`src/rtl/tick_counter_display.sv`:
```
// Single-clock tick/step counter with debounced key and registered hex display.
// Prescaler tick, two-flop key synchroniser, debouncer and mode-selected counter.
module tick_counter_display #(
  parameter int DIV        = 50000000,
  parameter int DIV_WIDTH  = 26,
  parameter int DEB_CYCLES = 500000,
  parameter int DEB_WIDTH  = 20,
  parameter int NUM_DIGITS = 4
) (
  input  logic                      CLOCK_50,
  input  logic                      RESET,
  input  logic                      KEY_N,
  input  logic                      ENABLE,
  input  logic [1:0]                MODE,
  input  logic [4*NUM_DIGITS-1:0]   LOAD_VAL,
  output logic [4*NUM_DIGITS-1:0]   COUNT,
  output logic [7*NUM_DIGITS-1:0]   HEX,
  output logic                      TICK,
  output logic                      BLINK,
  output logic                      WRAP
);

  localparam int CW = 4 * NUM_DIGITS;
  localparam int HW = 7 * NUM_DIGITS;

  localparam logic [DIV_WIDTH-1:0] PRESC_LAST = DIV_WIDTH'(DIV - 1);
  localparam logic [DIV_WIDTH-1:0] PRESC_ONE  = DIV_WIDTH'(1);
  localparam logic [DEB_WIDTH-1:0] DEB_LAST   = DEB_WIDTH'(DEB_CYCLES - 1);
  localparam logic [DEB_WIDTH-1:0] DEB_ONE    = DEB_WIDTH'(1);
  localparam logic [CW-1:0]        CNT_ONE    = CW'(1);
  localparam logic [CW-1:0]        CNT_MAX    = {CW{1'b1}};
  localparam logic [CW-1:0]        CNT_ZERO   = {CW{1'b0}};
  localparam logic [HW-1:0]        HEX_RESET  = {NUM_DIGITS{7'b1000000}};

  typedef enum logic [1:0] {
    MODE_UP   = 2'b00,
    MODE_DOWN = 2'b01,
    MODE_KEY  = 2'b10,
    MODE_LOAD = 2'b11
  } mode_e;

  logic [DIV_WIDTH-1:0] presc_q, presc_d;
  logic                 tick_q, tick_d;
  logic                 blink_q, blink_d;
  logic                 s1_q, s1_d;
  logic                 s2_q, s2_d;
  logic                 level_q, level_d;
  logic [DEB_WIDTH-1:0] deb_q, deb_d;
  logic [CW-1:0]        count_q, count_d;
  logic                 wrap_q, wrap_d;
  logic [HW-1:0]        hex_q, hex_d;
  logic                 tick_now;
  logic                 press_now;

  // Active-low segments, bit 0 = a ... bit 6 = g.
  function automatic logic [6:0] seg7(input logic [3:0] nib);
    logic [6:0] s;
    case (nib)
      4'h0: s = 7'b1000000;
      4'h1: s = 7'b1111001;
      4'h2: s = 7'b0100100;
      4'h3: s = 7'b0110000;
      4'h4: s = 7'b0011001;
      4'h5: s = 7'b0010010;
      4'h6: s = 7'b0000010;
      4'h7: s = 7'b1111000;
      4'h8: s = 7'b0000000;
      4'h9: s = 7'b0010000;
      4'hA: s = 7'b0001000;
      4'hB: s = 7'b0000011;
      4'hC: s = 7'b1000110;
      4'hD: s = 7'b0100001;
      4'hE: s = 7'b0000110;
      default: s = 7'b0001110;
    endcase
    return s;
  endfunction

  always_comb begin
    tick_now = (presc_q == PRESC_LAST);
    presc_d  = presc_q + PRESC_ONE;
    tick_d   = 1'b0;
    blink_d  = blink_q;
    if (tick_now) begin
      presc_d = '0;
      tick_d  = 1'b1;
      blink_d = ~blink_q;
    end

    s1_d      = KEY_N;
    s2_d      = s1_q;
    level_d   = level_q;
    deb_d     = '0;
    press_now = 1'b0;
    // Any return of s2 to the accepted level clears the run of differing samples.
    if (s2_q != level_q) begin
      if (deb_q == DEB_LAST) begin
        level_d   = s2_q;
        press_now = level_q;
      end else begin
        deb_d = deb_q + DEB_ONE;
      end
    end

    count_d = count_q;
    wrap_d  = 1'b0;
    if (ENABLE) begin
      case (mode_e'(MODE))
        MODE_UP: if (tick_now) begin
          count_d = count_q + CNT_ONE;
          wrap_d  = (count_q == CNT_MAX);
        end
        MODE_DOWN: if (tick_now) begin
          count_d = count_q - CNT_ONE;
          wrap_d  = (count_q == CNT_ZERO);
        end
        MODE_KEY: if (press_now) begin
          count_d = count_q + CNT_ONE;
          wrap_d  = (count_q == CNT_MAX);
        end
        default: count_d = LOAD_VAL;
      endcase
    end

    hex_d = '0;
    for (int i = 0; i < NUM_DIGITS; i++) begin
      hex_d[7*i +: 7] = seg7(count_q[4*i +: 4]);
    end
  end

  always_ff @(posedge CLOCK_50) begin
    if (RESET) begin
      presc_q <= '0;
      tick_q  <= 1'b0;
      blink_q <= 1'b0;
      s1_q    <= 1'b1;
      s2_q    <= 1'b1;
      level_q <= 1'b1;
      deb_q   <= '0;
      count_q <= '0;
      wrap_q  <= 1'b0;
      hex_q   <= HEX_RESET;
    end else begin
      presc_q <= presc_d;
      tick_q  <= tick_d;
      blink_q <= blink_d;
      s1_q    <= s1_d;
      s2_q    <= s2_d;
      level_q <= level_d;
      deb_q   <= deb_d;
      count_q <= count_d;
      wrap_q  <= wrap_d;
      hex_q   <= hex_d;
    end
  end

  assign COUNT = count_q;
  assign HEX   = hex_q;
  assign TICK  = tick_q;
  assign BLINK = blink_q;
  assign WRAP  = wrap_q;

endmodule

```
`config.mk`:
```
export PLATFORM = sky130hd
export DESIGN_NAME = tick_counter_display
export DESIGN_NICKNAME = d
export VERILOG_FILES = /design/src/rtl/tick_counter_display.sv
export SDC_FILE = /design/constraint.sdc
export NUM_CORES = 1
export LEC_CHECK = 0
export ABC_AREA = 1
export CAP_MARGIN = 40
export CELL_PAD_IN_SITES_DETAIL_PLACEMENT = 0
export CELL_PAD_IN_SITES_GLOBAL_PLACEMENT = 1
export CORE_UTILIZATION = 37
export CTS_CLUSTER_SIZE = 40
export DETAILED_ROUTE_END_ITERATION = 8
export MAX_ROUTING_LAYER = met4
export PLACE_DENSITY_LB_ADDON = 0.1
export SLEW_MARGIN = 10
export SYNTH_ARGS = -nofsm -noshare
export SYNTH_HDL_FRONTEND = slang
export SYNTH_SLANG_ARGS = --single-unit
```
`constraint.sdc`:
```
create_clock -name CLOCK_50 -period 1.8 [get_ports CLOCK_50]
set_input_delay 0.27 -clock CLOCK_50 [delete_from_list [all_inputs] [get_ports CLOCK_50]]
set_output_delay 0.27 -clock CLOCK_50 [all_outputs]
set_load 0.05 [all_outputs]
```
==> summary.md, run 1 <==
| Metric | Value |
|---|---|
| Outcome | `complete, but fails checks` |
| Failing checks | `design-rule violations` |
| Count of final setup violators | `0` |
| Post-synthesis compound-gate area fraction | `0.125` |
| P_leak | `3.49 nW` |
| Hold WC Path Type | `reg -> reg` |
| Yosys top cell by area | `dfxtp_1` |
| Critical Path RT | `1.53 ns` |
| Main synth FF type | `dfxtp_1` |
| Post-DR wirelength/cell | `14.1 microns` |
| Critical path startpoint category | `flop` |
| Post-synth ARST share | `0` |
| Worst-path fanout max | `1` |
| Critical path type | `reg -> out` |
| DR vias/cell | `5.03` |
| DR iter-0 viols | `385` |
| Later-pin clock latency in the skew report | `0.35 ns` |
| Hold Path Cell Cnt | `1` |
| Number of global-route vias before repair | `5,545` |
| Reg2reg start | `presc_q[6]` |
| Gr usage total | `0.212` |
| Peak supply drop | `439 uV` |
| Tmin final | `1.74 ns` |
| CP endpoint kind | `primary output` |
| Share of layout cells above drive strength 1 | `0.249` |
| Slew of the pin with the lowest slew margin | `0.499 ns` |
| Port bufs | `68` |
| Mux cell area share after synthesis | `0` |
| Core area | `15,100 sq um` |
| # IOs | `69` |
| PD cells | `690 nW/um^2` |
| H-Tree Depth | `3` |
| Syn_nets | `880` |
| Grt total ovfl | `0` |
| Post-Synth Adder-Cell Area | `0.0779` |
| Initial antenna violation count | `0` |
| Critical path's slowest cell | `clkdlybuf4s50_1` |
| # clock sinks | `96` |
| FF-to-FF path depth | `10` |
| Row cnt | `45` |
| Number of flops mapped to enable cells by yosys | `0` |
| Gp weighted congestion | `0.858` |
| Largest net degree at the start of global routing | `30` |
| Post-synthesis simple-gate area fraction | `0.336` |
| Max-slew violation count | `0` |
| MaxCap Viol Count | `0` |
| YS warnings | `0` |
| HPWL Detailed | `12,200 microns` |
| Die X | `126 microns` |
| Synthesized cell area | `5720 sq um` |
| Synthesis-stage register bit count | `96` |
| Drt pass-1 iters | `7` |
| Starting density of the core | `0.377` |
| Worst min-delay path startpoint | `s1_q` |
| Critical Path Max Stage Delay | `0.80 ns` |
| Worst path cell trace | `clkdlybuf4s50_1` |
| CP delay by family, top | `buffers and inverters` |
| Period utilization | `0.969` |
| Layout area overhead | `38.7%` |
| Worst Path Arrival | `1.47 ns` |
| Post-synth top area share | `0.336` |
| First-pass GRT wire length | `26,200 microns` |
| Clock root cell | `clkbuf_16` |
| Sequential element share of the synthesized area | `0.336` |
| # nets final | `1,037` |
| Crit Reg-Reg Endpoint | `COUNT[6]` |
| Routed Antenna Nets | `0` |
| Hold Fails Final Rpt | `0` |
| Clock-pin transition on the worst setup and hold timing paths | `0.07 ns` |
| Top cells by area, synth | `dfxtp_1 34%, nand2_1 12%, ha_1 7.4%, inv_1 7.1%, nand3_1 6.1%` |
| Die area | `15,900 sq um` |
| Worst R2R Setup Slack | `0.06 ns` |
| # DRC | `2` |
| Post-cts hold buffer count | `0` |
| Skew final | `0.00750 ns` |
| Xor and xnor area share after synthesis | `0.0306` |
| Buf+Inv Stages, Crit Path | `1` |
| Combinational family with the most area after synthesis | `simple AND/OR/NAND/NOR gates` |
| Post-synthesis average cell area | `6.94 sq um` |
| Fmax | `0.574 GHz` |
| Post-synthesis cell count | `823` |
| CTS tree | `yes` |
| Max-Slew Margin vs Limit | `0.666` |
| Final wirelength | `16,600 microns` |
| Yosys cell types | `42` |
| Hold endpoint | `s2_q` |
| RSZ-0062 raised after global routing | `yes` |
| Chip Height | `126 microns` |
| Via count | `5,897` |
| Fin Setup TNS | `0 ns` |
| CTS buffer count | `9` |
| Clock Path Buffers | `2` |
| Power consumption | `5.47 mW` |
| Diode count | `0` |
## cell type report
class	instances	area (sq um)
Fill cell	1509	7220
Multi-Input combinational cell	593	3520
Sequential cell	96	1950
Timing Repair Buffer	168	1510
Inverter	112	424
Clock buffer	13	260
Tap cell	188	235
Clock inverter	3	25.0
## metal layers
layer,up-vias,routed length [microns],track usage,part of all wire
met5,-,0,-,0
met4,0,230,0.0723,0.014
met3,14,605,0.0323,0.037
met2,136,7790,0.343,0.47
met1,2733,7940,0.270,0.48
li1,3014,-,-,-
## report_power, final
part	switching [mW]	leakage, nW	total, mW	internal, mW
Clock	0.880	0.136	1.90	1.02
Combinational	0.804	2.56	1.32	0.514
Sequential	0.0421	0.789	2.25	2.20
Total	1.73	3.49	5.47	3.74
## worst register-to-register path: stages, from the launching register on
cell     delay (ns)
dfxtp_2        0.33
nand2_2        0.07
nor3_4         0.23
nand2_2        0.11
nor2_4         0.13
nand2_4        0.08
nand2_4        0.07
nand3_4        0.18
buf_12         0.22
a21oi_4        0.13
o21a_1         0.13
## sequential cells by signal (all words and copies together), names as in the netlist
name	flops
s2_q	1
level_q	1
TICK	1
deb_q	20
presc_q	26
COUNT	16
BLINK	1
HEX	28
s1_q	1
WRAP	1
## worst max path at each step
stage                     startpoint           to  cells past startpoint
after detailed placement     MODE[0]    COUNT[12]                     14
after global placement       MODE[0]    COUNT[12]                     14
final                        HEX[10]      HEX[10]                      1
after floorplan             COUNT[0]    COUNT[12]                     12
after global routing      presc_q[0]  presc_q[23]                     10
after CTS                    HEX[24]      HEX[24]                      1
## synth_stat cells (all sizes together) (2+ instances only)
cell type and number:
o21a 8, nand2 186, xor2 14, nand4 22
o21ai 28, xnor2 6, nand3 73, o2111ai 3
o211ai 3, clkinv 2, buf 11, nor2 92
or2 8, ha 34, nor3b 4, clkbuf 11
nor4 4, inv 110, o221ai 5, a211oi 4
dfxtp 96, nor3 26, a21oi 58, a31oi 10
## stage by stage
| step | utilization | hold WS [ns] | instances | cell area [sq um] | setup slack (ns) |
|---|---|---|---|---|---|
| 6_report | 0.523 | 0.426 | 1173 | 7930 | 0.0566 |
| 5_1_grt | 0.523 | 0.456 | 1173 | 7930 | -0.0412 |
| 4_1_cts | 0.495 | 0.427 | 1157 | 7500 | 0.00118 |
| 3_5_place_dp | 0.475 | 0.403 | 1140 | 7190 | -0.638 |
| 3_3_place_gp | 0.475 | 0.403 | 1140 | 7190 | -0.593 |
| 2_1_floorplan | - | 0.353 | 823 | 5740 | -0.0105 |
## repair_timing
item | 4_1_cts | 5_1_grt
buffers inserted | 1 | 12
gates cloned | 0 | 4
pin swaps | 1 | 26
endpoints found under the setup margin | 17 | 49
resized for setup | 6 | 85
endpoints found under the hold margin | 0 | 0
## logic make-up (layout without fill, tap and decap cells)
| logic type | Yosys count | after routing |
|---|---|---|
| xor gates and xnor gates | 20 | 20 |
| adders and majority gates | 35 | 35 |
| DFF | 96 | 96 |
| buffers and inverters | 134 | 296 |
| AOI/OAI and AO/OA | 122 | 122 |
| and+or+nand+nor | 416 | 416 |
## placed cells by master (no fill, tap or decap), drive strengths merged, types with 2 or more instances in the layout
master         synthesis  final
o21a                   8      8
nor4                   4      4
a211oi                 4      4
a21oi                 58     58
xor2                  14     14
o221ai                 5      5
nor3b                  4      4
clkinv                 2      3
nand4                 22     22
dlymetal6s2s           0      4
nor2                  92     92
nand2                186    186
inv                  110    110
nor3                  26     26
o21ai                 28     28
xnor2                  6      6
o211ai                 3      3
dfxtp                 96     96
clkbuf                11     16
ha                    34     34
o2111ai                3      3
or2                    8      8
nand3                 73     73
a31oi                 10     10
buf                   11    114
clkinvlp               0      2
clkdlybuf4s50          0     46
(Power assumes the default switching activity.)
==> run 2, diff against run 1 <==
--- a/config.mk
+++ b/config.mk
@@ -7,5 +7,4 @@
 export LEC_CHECK = 0
 export ABC_AREA = 1
-export CAP_MARGIN = 40
 export CELL_PAD_IN_SITES_DETAIL_PLACEMENT = 0
 export CELL_PAD_IN_SITES_GLOBAL_PLACEMENT = 1
@@ -19,2 +18,3 @@
 export SYNTH_HDL_FRONTEND = slang
 export SYNTH_SLANG_ARGS = --single-unit
+export TNS_END_PERCENT = 20
==> constraint.sdc (replaced) <==
create_clock -name CLOCK_50 -period 1.8 [get_ports CLOCK_50]
set_input_delay 0.36 -clock CLOCK_50 [delete_from_list [all_inputs] [get_ports CLOCK_50]]
set_output_delay 0.36 -clock CLOCK_50 [all_outputs]
set_load 0.05 [all_outputs]
==> summary.md, run 2 (synthesis gave the netlist of run 1 again) <==
| Metric | Value |
|---|---|
| Outcome | `finished, final reports clean` |
| CTS buffer count | `9` |
| Reg2reg start | `presc_q[1]` |
| Drt pass-1 iters | `5` |
| Slew of the pin with the lowest slew margin | `0.346 ns` |
| Register Area | `1940 sq um` |
| RSZ-0062 raised after global routing | `yes` |
| Share of layout cells above drive strength 1 | `0.269` |
| Grt total ovfl | `0` |
| Die area | `15,900 sq um` |
| Most frequent cells in the layout | `167 x nand2_1, 127 x buf_4, 104 x inv_1` |
| Largest register FFs | `28` |
| Count of final setup violators | `0` |
| Critical path startpoint category | `input pin` |
| Routed Antenna Nets | `0` |
| MaxCap Viol Count | `0` |
| # IOs | `69` |
| Peak supply drop | `464 uV` |
| Via count | `5,827` |
| CP endpoint kind | `flop` |
| P_leak | `3.42 nW` |
| H-Tree Depth | `3` |
| Met2 WL | `7580 microns` |
| Post-DR wirelength/cell | `13.8 microns` |
| Core area | `15,100 sq um` |
| First-pass GRT wire length | `26,000 microns` |
| Port bufs | `68` |
| Clock root cell | `clkbuf_16` |
| Worst Path Arrival | `2.01 ns` |
| Largest net degree at the start of global routing | `30` |
| Most common cell after layout, fill and taps aside | `nand2_1` |
| CP Launch Point | `MODE[0]` |
| Fill cells | `1,505` |
| Top layer in use | `met4` |
| DR vias/cell | `4.99` |
| Final worst slack | `0.0560 ns` |
| Design area | `7870 sq um` |
| Initial antenna violation count | `0` |
| Hold Fails Final Rpt | `0` |
| Worst-path fanout max | `7` |
| Later-pin clock latency in the skew report | `0.35 ns` |
| Met3 WL | `627 microns` |
| Diode count | `0` |
| DR iter-0 viols | `313` |
| Worst min-delay path startpoint | `s1_q` |
| Die X | `126 microns` |
| Number of global-route vias before repair | `5,438` |
| # nets final | `1,032` |
| Critical path type | `in -> reg` |
| CTS tree | `yes` |
| # DRC | `0` |
| Crit Reg-Reg Endpoint | `COUNT[11]` |
| Gp weighted congestion | `0.902` |
| Max-Slew Margin vs Limit | `0.768` |
| Tmin final | `1.74 ns` |
| Row cnt | `45` |
| # clock sinks | `96` |
| Metal1 wirelength | `7680 microns` |
| HPWL Detailed | `12,400 microns` |
| Final wirelength | `16,200 microns` |
| Area post-placement | `7180 sq um` |
| Critical Path RT | `2.07 ns` |
| Worst setup path endpoint | `COUNT[11]` |
| Clock Path Buffers | `2` |
| Multi-input combinational cell area | `3550 sq um` |
| Worst slack, placed | `-0.677 ns` |
| Skew final | `0.00997 ns` |
| PD cells | `709 nW/um^2` |
| Starting density of the core | `0.377` |
| Power consumption | `5.58 mW` |
| Worst R2R Setup Slack | `0.09 ns` |
| Gr usage total | `0.210` |
| Chip Height | `126 microns` |
| Hold WC Path Type | `reg -> reg` |
| FF-to-FF path depth | `12` |
| Layout area overhead | `37.7%` |
| Period utilization | `0.969` |
| Max-slew violation count | `0` |
| Clock-pin transition on the worst setup and hold timing paths | `0.07 ns` |
| Fmax | `0.573 GHz` |
-- run 2: final cells by class --
class | count | share of cell area
multi-input combinational | 593 | 0.451
inverter | 112 | 0.0534
timing repair buffer | 163 | 0.181
sequential | 96 | 0.247
tap | 188 | 0.0299
clock buffer | 11 | 0.0308
clock inverter | 4 | 0.00700
-- run 2: repair_timing --
item                       4_1_cts  5_1_grt
resized for setup               10       55
hold buffers                     0        0
gates cloned                     0        2
pin swaps                        1        9
setup endpoints to repair       15       47
setup buffers                    0        8
-- run 2: critical path: stages --
cell and delay [ns]:
clkdlybuf4s15_2 0.24, buf_6 0.17, ha_4 0.29, nand2_2 0.09, nor3_2 0.21, buf_4 0.13
nand3_1 0.10, nand3_1 0.10, nand2_1 0.05, nand3_1 0.07, nand2_1 0.06, a21oi_1 0.13
-- run 2: through the flow --
step                std cells  TNS (ns)  utilization  hold slack (ns)
floorplan                 823   -0.0386            -            0.389
global placement         1142     -8.51        0.474            0.413
detailed placement       1142     -9.01        0.474            0.407
CTS                      1157         0        0.496            0.427
global route             1167    -0.292        0.520            0.446
finish                   1167         0        0.520            0.425
-- run 2: routing by layer --
metal / track usage / vias to the layer above
met5: - / -
met4: 0.0716 / 0
met3: 0.0272 / 24
met2: 0.338 / 143
met1: 0.270 / 2660
li1: - / 3000
-- run 2: power by group --
group / leakage, nW / internal, mW / switching, mW / total (mW)
clock network: 0.142 / 1.11 / 0.856 / 1.97
logic: 2.49 / 0.548 / 0.811 / 1.36
registers: 0.786 / 2.20 / 0.0465 / 2.25
total: 3.42 / 3.87 / 1.71 / 5.58
-- run 2: worst min path at each step --
stage,end,slack [ns],cells past startpoint
final,s2_q,0.42,1
after detailed placement,s2_q,0.41,1
after global routing,s2_q,0.45,1
after global placement,s2_q,0.41,1
after CTS,s2_q,0.43,1
after floorplan,s2_q,0.39,1
